===== config.mk =====
export PLATFORM = sky130hd
export DESIGN_NAME = alu_driver
export DESIGN_NICKNAME = d
export VERILOG_FILES = /design/src/rtl/alu_driver.sv
export SDC_FILE = /design/constraint.sdc
export NUM_CORES = 1
export LEC_CHECK = 0
export BUFFER_PORTS_ARGS = -buffer_cell sky130_fd_sc_hd__buf_2
export CAP_MARGIN = 0
export CORE_MARGIN = 4
export CORE_UTILIZATION = 51
export CTS_CLUSTER_SIZE = 25
export DETAILED_ROUTE_END_ITERATION = 16
export HOLD_SLACK_MARGIN = 0.02
export PLACE_DENSITY_LB_ADDON = 0.25
export REMOVE_ABC_BUFFERS = 1
export SLEW_MARGIN = 20
export SYNTH_ARGS = -nofsm -noshare
export SYNTH_HDL_FRONTEND = slang
export SYNTH_SLANG_ARGS = --single-unit

===== constraint.sdc =====
create_clock -name clk -period 4.5 [get_ports clk]
set_input_delay 0.225 -clock clk [delete_from_list [all_inputs] [get_ports clk]]
set_output_delay 0.225 -clock clk [all_outputs]
set_load 0.02 [all_outputs]

===== src/rtl/alu_driver.sv =====
// rtl/alu_driver.sv - assembles opcode/operand command beats into one ALU operation and returns the captured result

package operation_pkg;
    typedef enum logic [7:0] {
        Operation_ADD = 8'd0,
        Operation_SUB = 8'd1,
        Operation_MUL = 8'd2,
        Operation_DIV = 8'd3
    } Operation;
endpackage

module alu_driver
    import operation_pkg::*;
#(
    parameter int WIDTH = 8
) (
    input  logic                      clk,
    input  logic                      rst_n,
    input  logic                      cmd_valid,
    output logic                      cmd_ready,
    input  logic [WIDTH-1:0]          cmd_data,
    output logic signed [WIDTH-1:0]   alu_in1,
    output logic signed [WIDTH-1:0]   alu_in2,
    output Operation                  alu_op,
    output logic                      alu_nvalid_data,
    input  logic signed [2*WIDTH-1:0] alu_out,
    input  logic                      alu_zero,
    input  logic                      alu_error,
    output logic                      rsp_valid,
    input  logic                      rsp_ready,
    output logic signed [2*WIDTH-1:0] rsp_data,
    output logic                      rsp_zero,
    output logic                      rsp_error,
    output logic [7:0]                err_count
);

    typedef enum logic [2:0] {
        GET_OP = 3'd0,
        GET_A  = 3'd1,
        GET_B  = 3'd2,
        EXEC   = 3'd3,
        RESP   = 3'd4
    } state_t;

    state_t                    state_q, state_d;
    Operation                  op_q, op_d;
    logic signed [WIDTH-1:0]   in1_q, in1_d;
    logic signed [WIDTH-1:0]   in2_q, in2_d;
    logic signed [2*WIDTH-1:0] rsp_data_q, rsp_data_d;
    logic                      rsp_zero_q, rsp_zero_d;
    logic                      rsp_error_q, rsp_error_d;
    logic [7:0]                err_count_q, err_count_d;
    logic [7:0]                op_bits;
    logic                      cmd_xfer;
    logic                      rsp_xfer;

    always_ff @(posedge clk or negedge rst_n) begin
        if (!rst_n) begin
            state_q     <= GET_OP;
            op_q        <= Operation_ADD;
            in1_q       <= '0;
            in2_q       <= '0;
            rsp_data_q  <= '0;
            rsp_zero_q  <= 1'b0;
            rsp_error_q <= 1'b0;
            err_count_q <= 8'd0;
        end else begin
            state_q     <= state_d;
            op_q        <= op_d;
            in1_q       <= in1_d;
            in2_q       <= in2_d;
            rsp_data_q  <= rsp_data_d;
            rsp_zero_q  <= rsp_zero_d;
            rsp_error_q <= rsp_error_d;
            err_count_q <= err_count_d;
        end
    end

    always_comb begin
        state_d     = state_q;
        op_d        = op_q;
        in1_d       = in1_q;
        in2_d       = in2_q;
        rsp_data_d  = rsp_data_q;
        rsp_zero_d  = rsp_zero_q;
        rsp_error_d = rsp_error_q;
        err_count_d = err_count_q;
        cmd_ready   = (state_q == GET_OP) || (state_q == GET_A) || (state_q == GET_B);
        cmd_xfer    = cmd_valid && cmd_ready;
        rsp_xfer    = (state_q == RESP) && rsp_ready;
        // Opcode is taken as-is; unknown encodings are left for the ALU to flag.
        op_bits     = 8'(cmd_data);

        case (state_q)
            GET_OP: begin
                if (cmd_xfer) begin
                    op_d    = Operation'(op_bits);
                    state_d = GET_A;
                end
            end
            GET_A: begin
                if (cmd_xfer) begin
                    in1_d   = cmd_data;
                    state_d = GET_B;
                end
            end
            GET_B: begin
                if (cmd_xfer) begin
                    in2_d   = cmd_data;
                    state_d = EXEC;
                end
            end
            EXEC: begin
                rsp_data_d  = alu_out;
                rsp_zero_d  = alu_zero;
                rsp_error_d = alu_error;
                state_d     = RESP;
            end
            RESP: begin
                if (rsp_xfer) begin
                    state_d = GET_OP;
                    if (rsp_error_q && (err_count_q != 8'hFF)) begin
                        err_count_d = err_count_q + 8'd1;
                    end
                end
            end
            default: state_d = GET_OP;
        endcase
    end

    assign alu_op          = op_q;
    assign alu_in1         = in1_q;
    assign alu_in2         = in2_q;
    assign alu_nvalid_data = (state_q != EXEC);
    assign rsp_valid       = (state_q == RESP);
    assign rsp_data        = rsp_data_q;
    assign rsp_zero        = rsp_zero_q;
    assign rsp_error       = rsp_error_q;
    assign err_count       = err_count_q;

endmodule


## After elaboration in Yosys (flattened, before gate mapping)

Cells that the tools add are included.

- Word-level logic and storage cells: 35
- Bits in registers: 53

- Equal/unequal tests: 10
- Reduce and logical (&&, ||, !) cells: 11
- Add/subtract/negate cells: 1
- Mux-type cells: 5

Operators with widths:

| operator | count |
|---|---|
| 3-bit one-hot mux with 5 select lines | 1 |
| 3-bit 2-to-1 mux | 4 |
| 8-bit by 1-bit adder with 8-bit output (second input constant) | 1 |
| 8-bit inequality test (second input constant) | 1 |
| 3-bit by 2-bit == test with 1-bit output (second input constant) | 2 |
| 2-bit inequality test (second input constant) | 3 |
| 2-bit AND reduction | 3 |
| 4-bit AND reduction | 1 |
| 3-bit by 1-bit == test with 1-bit output (second input constant) | 1 |
| 3-bit == test (second input constant) | 1 |
| 1-bit logical AND | 3 |
| 3-bit logical NOT | 1 |
| 3-bit by 2-bit inequality test with 1-bit output (second input constant) | 1 |
| 3-bit AND reduction | 1 |
| 1-bit logical OR | 2 |
| 2-bit by 1-bit inequality test with 1-bit output (second input constant) | 1 |

## Depth between registers and ports, before layout

Gate-level depths: netlist (run 1).

- Word-level depth: 6
- Depth in mapped cells: 6

## Least setup slack after synthesis (run 1)

OpenSTA, ideal clock, no wires.

- Path kind: reg-to-reg
- From: reg err_count_q[0], in the netlist err_count[0]
- To: reg err_count_q[1], in the netlist err_count[1]
- Arrival: 1.570 ns
- Path slack: 2.806 ns
- Stages on the path, launching flop included: 5
- Required time: 4.375 ns
- Period minus slack after synthesis: 1.694 ns
- Cell sequence: dfrtp_1 -> ha_1 -> and3_1 -> a211oi_4 -> mux2_2

- Word-level cells in the longest chain between the ends: 3
- Elaborated cells between the ends (all ways): 4
- Classes of those cells: 1 x add/sub; 1 x eq/ne; 2 x reduce/logical

RTL lines:

| item | line | source |
|---|---|---|
| start, declared | 52 | `logic [7:0] err_count_q, err_count_d;` |
| start signal, assigned | 75 | `err_count_q <= err_count_d;` |
| branches (longest 3 deep; another with 8-bit by 1-bit adder with 8-bit output) | - |  |

Several ways; the timed one is not identified.
A chain may end at the register's enable or synchronous reset.

## Worst setup path in the final report (run 1)

- From: reg state_q[2]
- To: out alu_nvalid_data

- Word-level cells in the longest chain between the ends: 1

RTL lines:

| item | line | source |
|---|---|---|
| start, declared | 45 | `state_t state_q, state_d;` |
| start signal, assigned | 68 | `state_q <= state_d;` |
| 3-bit by 2-bit inequality test with 1-bit output | 134 | `assign alu_nvalid_data = (state_q != EXEC);` |
| end, declared | 25 | `output logic alu_nvalid_data,` |

No other way between the ends.

==> results_dict.tcl, run 1 <==
set metrics [dict create \
    run_status "completed" \
    timing.hold.worst.class "input port to flip-flop" \
    reg2regPathDepth 2 \
    combinationalPowerShare_pct 43.4 \
    critPathLaunchType "flip-flop" \
    rows 23 \
    grt_first_pass_wirelength_um 7010 \
    synth.area.top_cells "dfrtp_1 (63%), mux2_2 (23%), xnor2_1 (1.7%)" \
    die-width_um 72.4 \
    worstMarginPinSlew_ps 908 \
    die_area_mm2 0.00524 \
    cts_htree_levels 2 \
    yosys.cell_count.top_type "dfrtp_1" \
    power_leakage_uw 0.00132 \
    buffer_ports.inserted 82 \
    drt_pre_antenna_iters 3 \
    grtUsageTotal_pct 17.4 \
    share_clk_of_total_power_pct 16.1 \
    worst_setup_path_endpoint "alu_nvalid_data" \
    post_synth_instance_area_mm2 0.00211 \
    antenna_found_initial 0 \
    avgRoutedWirePerCell_um 15.4 \
    first_global_vias 1516 \
    power.internal_uw 1250 \
    synth_commonest_cells "dfrtp_1 (53), mux2_2 (44), nand2_1 (4), xnor2_1 (4)" \
    slew-limit-headroom_pct 39.3 \
    power.density_mw_per_mm2 742 \
    rr_startpoint "state_q[2]$_DFFE_PN0P_" \
    numCtsBuffers 5 \
    clk_pin_slew_worst_paths_ps 80 \
    clock_period_minus_worst_slack_ps 2070 \
    finalClockSkew_ps 7.37 \
    cts.path.max_buffers 2 \
    drt_wl_total_um 4240 \
    timing_startpoint_of_the_critical_path "state_q[2]$_DFFE_PN0P_" \
    final.hold.worst_slack_ps 153 \
    irDropWorstVdd_mv 0.400 \
    hpwlAfterDp_um 3190 \
    cpPeakStageDelay_ps 710 \
    post_synth_num_cell_types 26 \
    cp.required_ps 4280 \
    grt_start_max_net_pins 54 \
    routed-via-count 1402 \
    initial_utilization_pct 52.8 \
    report.final.slew_viol_count 0 \
    reg2reg_to "rsp_data[2]$_DFFE_PN0N_" \
    worst_ep_arrival_time_ps 1850 \
    syn_to_final_growth_pct 27.6 \
    timing.fmax_ghz 0.483 \
    reg2reg_slack_ps 2720 \
    timing.final.crit_share_pct 46.0 \
    ys_seq_elements 53 \
    critical_path_peak_fanout 20 \
    clock_latency_ps 300 \
    max_cap_viol_count 0 \
    finalSetupViolCount 0 \
    timing.critical_path.to_type "output pin" \
    switching_power_uw 754 \
    coreArea_mm2 0.00400 \
    final_layout_size_suffix_gt1_share_pct 62.7 \
    synth_largest_type_area_fraction_pct 62.8 \
    sw_frac_of_total_pct 37.7 \
    die_height_um 72.4 \
    syn_area_per_cell_um2 15.4 \
    asyncSetResetFlopFracSynth_pct 100 \
    unrepaired_setup_endpoints_after_global_routing "false" \
    initialDrtViolationCount 52 \
    netlist.top_cell.by_area "dfrtp_1" \
    yosys_warnings 0 \
    postCtsSetupRepairBufs 0 \
    via_per_inst 5.10 \
    cts.sinks 53 \
    critPathKind "flip-flop to output pin" \
    ctsRootBufferMaster "clkbuf_8" \
    dominantRegCellSynth "dfrtp_1" \
    crit_path_cell_trace "nand3b_1 > buf_2" \
    globalRoute.totalOverflow 0 \
    remaining_design_rule_violation_count 0 \
    fill_cells 311 \
    place.gp.congestion 0.749 \
    seq_area_frac_synth_pct 62.8 \
    netlist_instances 137 \
    setup-tns-final_ps 0 \
    antenna_violating_nets_left 0 \
    tritoncts_clock_tree "done" \
    io_pins 83 \
    cpMaxStageDelayCell "nand3b_1" \
    numnets_final 255 \
    insertedDiodeCount 0 \
    synth-edff-count 0 \
    share_seq_of_total_power_pct 40.4 \
    timing.final.hold_violations 0 \
]
## routing by layer
layer / part of all wire, % / global-route usage [%] / routed length (um)
met2: 52 / 30.2 / 2190
met5: 0 / 0 / 0
met3: 8.4 / 6.37 / 354
met4: 1.2 / 5.33 / 51
met1: 39 / 20.1 / 1640
## cell families after synthesis
logic type	after synthesis	synth area share, %
and+or+nand+nor	24	7.58
buffers and inverters	4	1.07
xor gates and xnor gates	7	2.90
AOI/OAI and AO/OA	4	1.66
DFF	53	62.8
muxes	44	23.4
adders and majority gates	1	0.592
## sequential cells by signal, indices dropped and copies added (netlist names)
signal and cells:
rsp_data 16, err_count 8, rsp_error 1, state_q 3, alu_op 8, alu_in2 8
rsp_zero 1, alu_in1 8
## area by class of cell
class,count,area (um^2),share of cell area (%)
Clock buffer,7,86.3,3.20
Multi-Input combinational cell,80,764,28.4
Timing Repair Buffer,83,423,15.7
Tap cell,50,62.6,2.32
Clock inverter,1,30.0,1.11
Inverter,1,3.75,0.139
Sequential cell,53,1330,49.2
## what timing repair did
action,4_1_cts,5_1_grt
endpoints found under the hold margin,0,53
hold buffers,0,1
endpoints found under the setup margin,0,0
gates resized for setup,0,0
## how the worst min path moves through the flow
| stage | from | endpoint | slack [ps] | cells after the start |
|---|---|---|---|---|
| finish | alu_out[10] | rsp_data[10]$_DFFE_PN0N_ | 150 | 2 |
| CTS | alu_out[7] | rsp_data[7]$_DFFE_PN0N_ | 140 | 2 |
| global placement | alu_out[9] | rsp_data[9]$_DFFE_PN0N_ | 460 | 2 |
| floorplan | rst_n | alu_in1[0]$_DFFE_PN0P_ | -70 | 0 |
| detailed placement | alu_error | rsp_error$_DFFE_PN0N_ | 460 | 2 |
| global route | alu_out[12] | rsp_data[12]$_DFFE_PN0N_ | 140 | 2 |
## cell usage in the layout (no fill, tap or decap)
cell           netlist  final
nor4_2               1      1
or2b_1               1      1
ha_1                 1      1
clkbuf_1             2      1
xnor2_1              4      4
nor2_1               1      1
mux2_2              44     44
nand2_1              4      4
nor2_2               2      2
bufinv_16            0      1
buf_4                0      1
nor3_1               1      1
nand4_1              2      2
dlygate4sd3_1        0      1
and4_1               1      1
nand3_2              1      1
nand2b_1             2      2
a211oi_4             1      1
or3b_4               1      1
dfrtp_1             53     53
nand3_1              1      1
buf_2                0     81
nand3b_1             2      2
o21ai_0              1      1
inv_2                1      1
xor2_1               3      3
clkbuf_8             0      6
and3_1               3      3
nor3_2               1      1
a21oi_1              2      2
## power by group through the flow
stage,Combinational (uW),Clock [uW],Sequential [uW]
after floorplan,322,0,1060
after global placement,855,0,802
after detailed placement,887,0,818
after CTS,886,334,812
after global routing,932,353,839
final,869,323,809
## worst max-delay path, delay by kind of cell (launching register included)
family | cells | cell delay, ps
simple gates | 1 | 710
flops | 1 | 420
buf+inv | 1 | 410
## stage by stage
stage / instance area (um^2) / utilization [%] / cells / power (uW) / setup slack, ps
3_3_place_gp: 2570 / 64.2 / 266 / 1660 / 2790
5_1_grt: 2700 / 67.4 / 275 / 2120 / 2290
2_1_floorplan: 2090 / - / 134 / 1380 / 2810
3_5_place_dp: 2570 / 64.2 / 266 / 1710 / 2710
6_report: 2700 / 67.4 / 275 / 2000 / 2430
4_1_cts: 2680 / 67.1 / 274 / 2030 / 2390
No activity file was read; power rests on OpenSTA's default activity.
==> run 2: changes to the inputs <==
CORE_UTILIZATION = 48   (was 51)
clock period = 2.17 ns   (was 4.5 ns; I/O delays follow)
==> run 2 against run 1 <==
Against the previous run: via count up 0.50%; core utilization down 2.0 points; clock-buffer cell count up 1; routed wire length down 0.78%; non-clock buffer count up 4; clock skew down 1.0 ps; sequential share of layout area up 0.11 points; worst hold slack worse by 120 ps; die area up 5.5%; cell count up 1.5%; power up 100%; critical path type is now flip-flop to flip-flop; largest cell class unchanged.
==> results_dict.tcl, run 2 (same netlist as run 1, synthesis figures left out) <==
set metrics [dict create \
    number_of_flip_flops_under_the_largest_register_name 16 \
    timing.final.hold_violations 0 \
    critPathLaunchType "flip-flop" \
    grt_start_max_net_pins 35 \
    slew-limit-headroom_pct 67.6 \
    critPathKind "flip-flop to flip-flop" \
    timing.critical_path.to_type "flip-flop" \
    reg2reg_to "err_count[1]$_DFFE_PN0P_" \
    drt_pre_antenna_iters 4 \
    die_area_mm2 0.00553 \
    crit_path_cell_trace "or3b_4 > a211oi_4 > mux2_2" \
    run_status "completed" \
    timing.final.crit_share_pct 80.3 \
    critical_path.top_delay_family "flip-flops" \
    timing.fmax_ghz 0.574 \
    via_per_inst 5.05 \
    cpPeakStageDelay_ps 460 \
    power.internal_uw 2450 \
    clk_pin_slew_worst_paths_ps 80 \
    clock_period_minus_worst_slack_ps 1740 \
    syn_to_final_growth_pct 27.3 \
    reg2reg_slack_ps 430 \
    critical_path_peak_fanout 7 \
    setup-tns-final_ps 0 \
    initial_utilization_pct 51.4 \
    fill_cells 316 \
    cp.required_ps 2360 \
    switching_power_uw 1540 \
    drt_wl_total_um 4210 \
    first_global_vias 1514 \
    power.density_mw_per_mm2 1480 \
    numnets_final 259 \
    numCtsBuffers 5 \
    totalPowerFinal_uw 3990 \
    cts_htree_levels 2 \
    worstMarginPinSlew_ps 486 \
    hpwlAfterDp_um 3230 \
    cts_resized 0 \
    tritoncts_clock_tree "done" \
    ctsRootBufferMaster "clkbuf_8" \
    mostFrequentLayoutCells "buf_2 (82), dfrtp_1 (53), mux2_2 (44)" \
    timing.hold.worst.class "input port to flip-flop" \
    finalClockSkew_ps 6.32 \
    sw_frac_of_total_pct 38.6 \
    min_delay_worst_endpoint "rsp_data[14]$_DFFE_PN0N_" \
    final_layout_size_suffix_gt1_share_pct 62.0 \
    hold_depth 2 \
    avgRoutedWirePerCell_um 15.1 \
    hp-start "alu_out[14]" \
    share_seq_of_total_power_pct 41.7 \
    place.gp.congestion 0.805 \
    grtUsageTotal_pct 16.5 \
    die-width_um 74.4 \
    rr_startpoint "state_q[1]$_DFFE_PN0P_" \
    insertedDiodeCount 0 \
    antenna_found_initial 0 \
    initialDrtViolationCount 47 \
    antenna_violating_nets_left 0 \
    cts.path.max_buffers 2 \
    max_cap_viol_count 0 \
    placed_cell_areas_mm2 0.00259 \
    routed-via-count 1409 \
    buffer_ports.inserted 82 \
    cts.sinks 53 \
    die_height_um 74.4 \
    worst_ep_arrival_time_ps 1930 \
    rows 23 \
    io_pins 83 \
    finalSetupViolCount 0 \
    cpMaxStageDelayCell "dfrtp_1" \
    remaining_design_rule_violation_count 0 \
    clock_latency_ps 300 \
    share_clk_of_total_power_pct 12.9 \
    grt_first_pass_wirelength_um 6940 \
    irDropWorstVdd_mv 0.558 \
    unrepaired_setup_endpoints_after_global_routing "false" \
    coreArea_mm2 0.00412 \
    power_leakage_uw 0.00132 \
    reg2regPathDepth 3 \
    globalRoute.totalOverflow 0 \
    report.final.slew_viol_count 0 \
    critPathBufInv 0 \
    layout.cells.most_common "buf_2" \
    design_area_mm2 0.00269 \
    combinationalPowerShare_pct 45.4 \
]
## run 2: cell count changes in the layout (fill, tap and decap cells not counted)
cell           change
clkbuf_8           -1
buf_4              +2
bufinv_16          -1
dlygate4sd3_1      +1
clkbuf_1           +2
buf_2              +1
## run 2: per-layer routing
| metal | up-vias | track usage (%) | part of all wire, % |
|---|---|---|---|
| met5 | - | 0 | 0 |
| met4 | 0 | 6.92 | 1.7 |
| met3 | 9 | 3.65 | 6.6 |
| met2 | 49 | 29.1 | 52 |
| met1 | 691 | 19.4 | 40 |
| li1 | 660 | - | - |
## run 2: cell type report
cell class	count	area (um^2)	area share [%]
Sequential cell	53	1330	49.3
Multi-Input combinational cell	80	764	28.4
Timing Repair Buffer	87	453	16.8
Clock buffer	8	80.1	2.98
Tap cell	50	62.6	2.33
Inverter	1	3.75	0.140
## run 2: worst max-delay path by stage
stage,from,endpoint,cells past startpoint
after floorplan,err_count[0]$_DFFE_PN0P_,err_count[1]$_DFFE_PN0P_,4
after global placement,state_q[1]$_DFFE_PN0P_,err_count[1]$_DFFE_PN0P_,3
after detailed placement,state_q[1]$_DFFE_PN0P_,err_count[1]$_DFFE_PN0P_,3
after CTS,state_q[1]$_DFFE_PN0P_,err_count[1]$_DFFE_PN0P_,3
after global routing,state_q[1]$_DFFE_PN0P_,err_count[1]$_DFFE_PN0P_,3
final,state_q[1]$_DFFE_PN0P_,err_count[1]$_DFFE_PN0P_,3
## run 2: power by group through the flow
| stage | combinational [uW] | clock (uW) | sequential (uW) |
|---|---|---|---|
| finish | 1810 | 515 | 1660 |
| global route | 1950 | 584 | 1730 |
| CTS | 1850 | 539 | 1670 |
| detailed placement | 1840 | 0 | 1690 |
| global placement | 1800 | 0 | 1660 |
| floorplan | 667 | 0 | 2200 |
## run 2: timing repair
action                                 4_1_cts  5_1_grt
hold buffers                                 2        0
endpoints found under the hold margin       20        0
setup buffers                                0        0
## run 2: per-stage QoR
stage / std cells / worst slack (ps) / hold WS, ps / utilization (%)
global placement: 269 / 496 / 54.4 / 62.9
global route: 279 / 356 / 21.7 / 65.4
finish: 279 / 427 / 34.9 / 65.4
CTS: 279 / 425 / 28.0 / 65.4
detailed placement: 269 / 441 / 66.8 / 62.9
floorplan: 134 / 476 / -187 / -
==> run 3: changes to the inputs <==
clock period = 1.8 ns   (was 2.17 ns; I/O delays follow)
==> run 3 against run 2 <==
Against the previous run: first-iteration DRC count is 23% lower; maximum frequency is 2.4% higher; final area is 5.1% higher; sequential share of layout area is 2.4 points lower; largest power group unchanged; clock skew is 0.61 ps lower; flip-flop and latch count stayed put; power is 25% higher; combinational power is 27% higher; via count is 2.3% higher; register-to-register slack worse by 330 ps; core utilization is 3.3 points higher; worst hold slack worse by 10 ps.
==> results_dict.tcl, run 3 (same netlist as run 1, synthesis figures left out) <==
set metrics [dict create \
    run_status "completed" \
    via_per_inst 4.99 \
    slew-limit-headroom_pct 61.4 \
    insertedDiodeCount 0 \
    hold_depth 2 \
    buffer_ports.inserted 82 \
    multi_input_comb_area_um2 764 \
    number_of_flip_flops_under_the_largest_register_name 16 \
    power.density_mw_per_mm2 1770 \
    final.hold.worst_slack_ps 24.8 \
    critical_path_peak_fanout 6 \
    cts.path.max_buffers 2 \
    initialDrtViolationCount 36 \
    cts-hold-fix-buffers 8 \
    rows 23 \
    worstMarginPinSlew_ps 578 \
    timing_startpoint_of_the_critical_path "err_count[0]$_DFFE_PN0P_" \
    avgRoutedWirePerCell_um 15.4 \
    die-width_um 74.4 \
    power_leakage_uw 0.00139 \
    timing.final.hold_violations 0 \
    postCtsSetupRepairBufs 0 \
    timing.final.crit_share_pct 94.6 \
    mostFrequentLayoutCells "buf_2 (82), dfrtp_1 (53), mux2_2 (44)" \
    max_cap_viol_count 0 \
    hpwlAfterDp_um 3430 \
    place.gp.congestion 0.869 \
    layout.cells.most_common "buf_2" \
    grt_first_pass_wirelength_um 7020 \
    critPathLaunchType "flip-flop" \
    instances_no_fill 289 \
    antenna_found_initial 0 \
    tritoncts_clock_tree "done" \
    cp.required_ps 1980 \
    hp-start "alu_out[12]" \
    drt_wl_total_um 4450 \
    reg2regPathDepth 4 \
    clock_latency_ps 290 \
    report.final.slew_viol_count 0 \
    coreArea_mm2 0.00412 \
    layout.area.seq_mm2 0.00133 \
    finalClockSkew_ps 5.71 \
    final_layout_size_suffix_gt1_share_pct 62.3 \
    ctsRootBufferMaster "clkbuf_8" \
    reg2reg_slack_ps 100 \
    timing.critical_path.to_type "flip-flop" \
    cts_htree_levels 2 \
    routed-via-count 1441 \
    initial_utilization_pct 51.4 \
    drt_pre_antenna_iters 4 \
    io_pins 83 \
    syn_to_final_growth_pct 33.7 \
    first_global_vias 1462 \
    worst_ep_arrival_time_ps 1880 \
    die_height_um 74.4 \
    fill_cells 317 \
    clk_pin_slew_worst_paths_ps 90 \
    setup-tns-final_ps 0 \
    numCtsBuffers 5 \
    design_area_mm2 0.00283 \
    reg2reg_to "err_count[1]$_DFFE_PN0P_" \
    min_delay_worst_endpoint "rsp_data[12]$_DFFE_PN0N_" \
    timing.fmax_ghz 0.587 \
    irDropWorstVdd_mv 0.750 \
    remaining_design_rule_violation_count 0 \
    rr_startpoint "err_count[0]$_DFFE_PN0P_" \
    critPathKind "flip-flop to flip-flop" \
    finalSetupViolCount 0 \
    grtUsageTotal_pct 17.0 \
    grt_start_max_net_pins 30 \
    globalRoute.totalOverflow 0 \
    die_area_mm2 0.00553 \
    clock_period_minus_worst_slack_ps 1700 \
    cts.sinks 53 \
    numnets_final 269 \
    placed_cells_incl_taps 273 \
    cts_resized 0 \
    placed_cell_areas_mm2 0.00265 \
    timing.hold.worst.class "input port to flip-flop" \
    antenna_violating_nets_left 0 \
    unrepaired_setup_endpoints_after_global_routing "false" \
]
[run 3: changes by cell type in the layout (fill, tap and decap cells not counted)]
cell,delta
buf_12,+2
buf_4,+2
clkbuf_1,-3
clkbuf_8,+2
clkinv_2,+1
dlygate4sd3_1,+6
[run 3: worst max path at each step]
| stage | endpoint | slack, ps | cells after the start |
|---|---|---|---|
| after global placement | err_count[1]$_DFFE_PN0P_ | 170 | 4 |
| after detailed placement | err_count[1]$_DFFE_PN0P_ | 110 | 4 |
| after CTS | err_count[1]$_DFFE_PN0P_ | 90 | 4 |
| after floorplan | err_count[1]$_DFFE_PN0P_ | 110 | 4 |
| final | err_count[1]$_DFFE_PN0P_ | 100 | 4 |
| after global routing | err_count[1]$_DFFE_PN0P_ | 10 | 4 |
[run 3: where the power goes]
| part | leakage (uW) | internal, uW | switching, uW | total [uW] |
|---|---|---|---|---|
| Sequential | 0.000642 | 1720 | 271 | 1990 |
| Clock | 0.0000542 | 348 | 351 | 699 |
| Combinational | 0.000698 | 1020 | 1280 | 2300 |
[run 3: critical path, stage by stage, from the launching register on]
cell	delay [ps]
dfrtp_1	420
ha_1	240
and3_1	220
a211oi_4	340
mux2_2	380
[run 3: final cells by class]
| type | instances | area share (%) |
|---|---|---|
| timing repair buffer | 97 | 20.1 |
| inverter | 1 | 0.133 |
| clock inverter | 1 | 0.177 |
| tap | 50 | 2.21 |
| multi-input combinational | 80 | 27.0 |
| clock buffer | 7 | 3.41 |
| sequential | 53 | 46.9 |
[run 3: per-stage QoR]
stage | setup WS [ps] | power, uW | util, %
finish | 97.8 | 4990 | 68.7
global route | 14.5 | 5300 | 68.7
CTS | 92.4 | 5060 | 68.7
detailed placement | 107 | 4350 | 64.3
global placement | 175 | 4240 | 64.3
floorplan | 106 | 3460 | -
[run 3: routing by layer]
layer	global-route usage [%]	routed length, um
met5	0	0
met4	5.34	34
met3	3.51	271
met2	29.3	2340
met1	21.5	1810
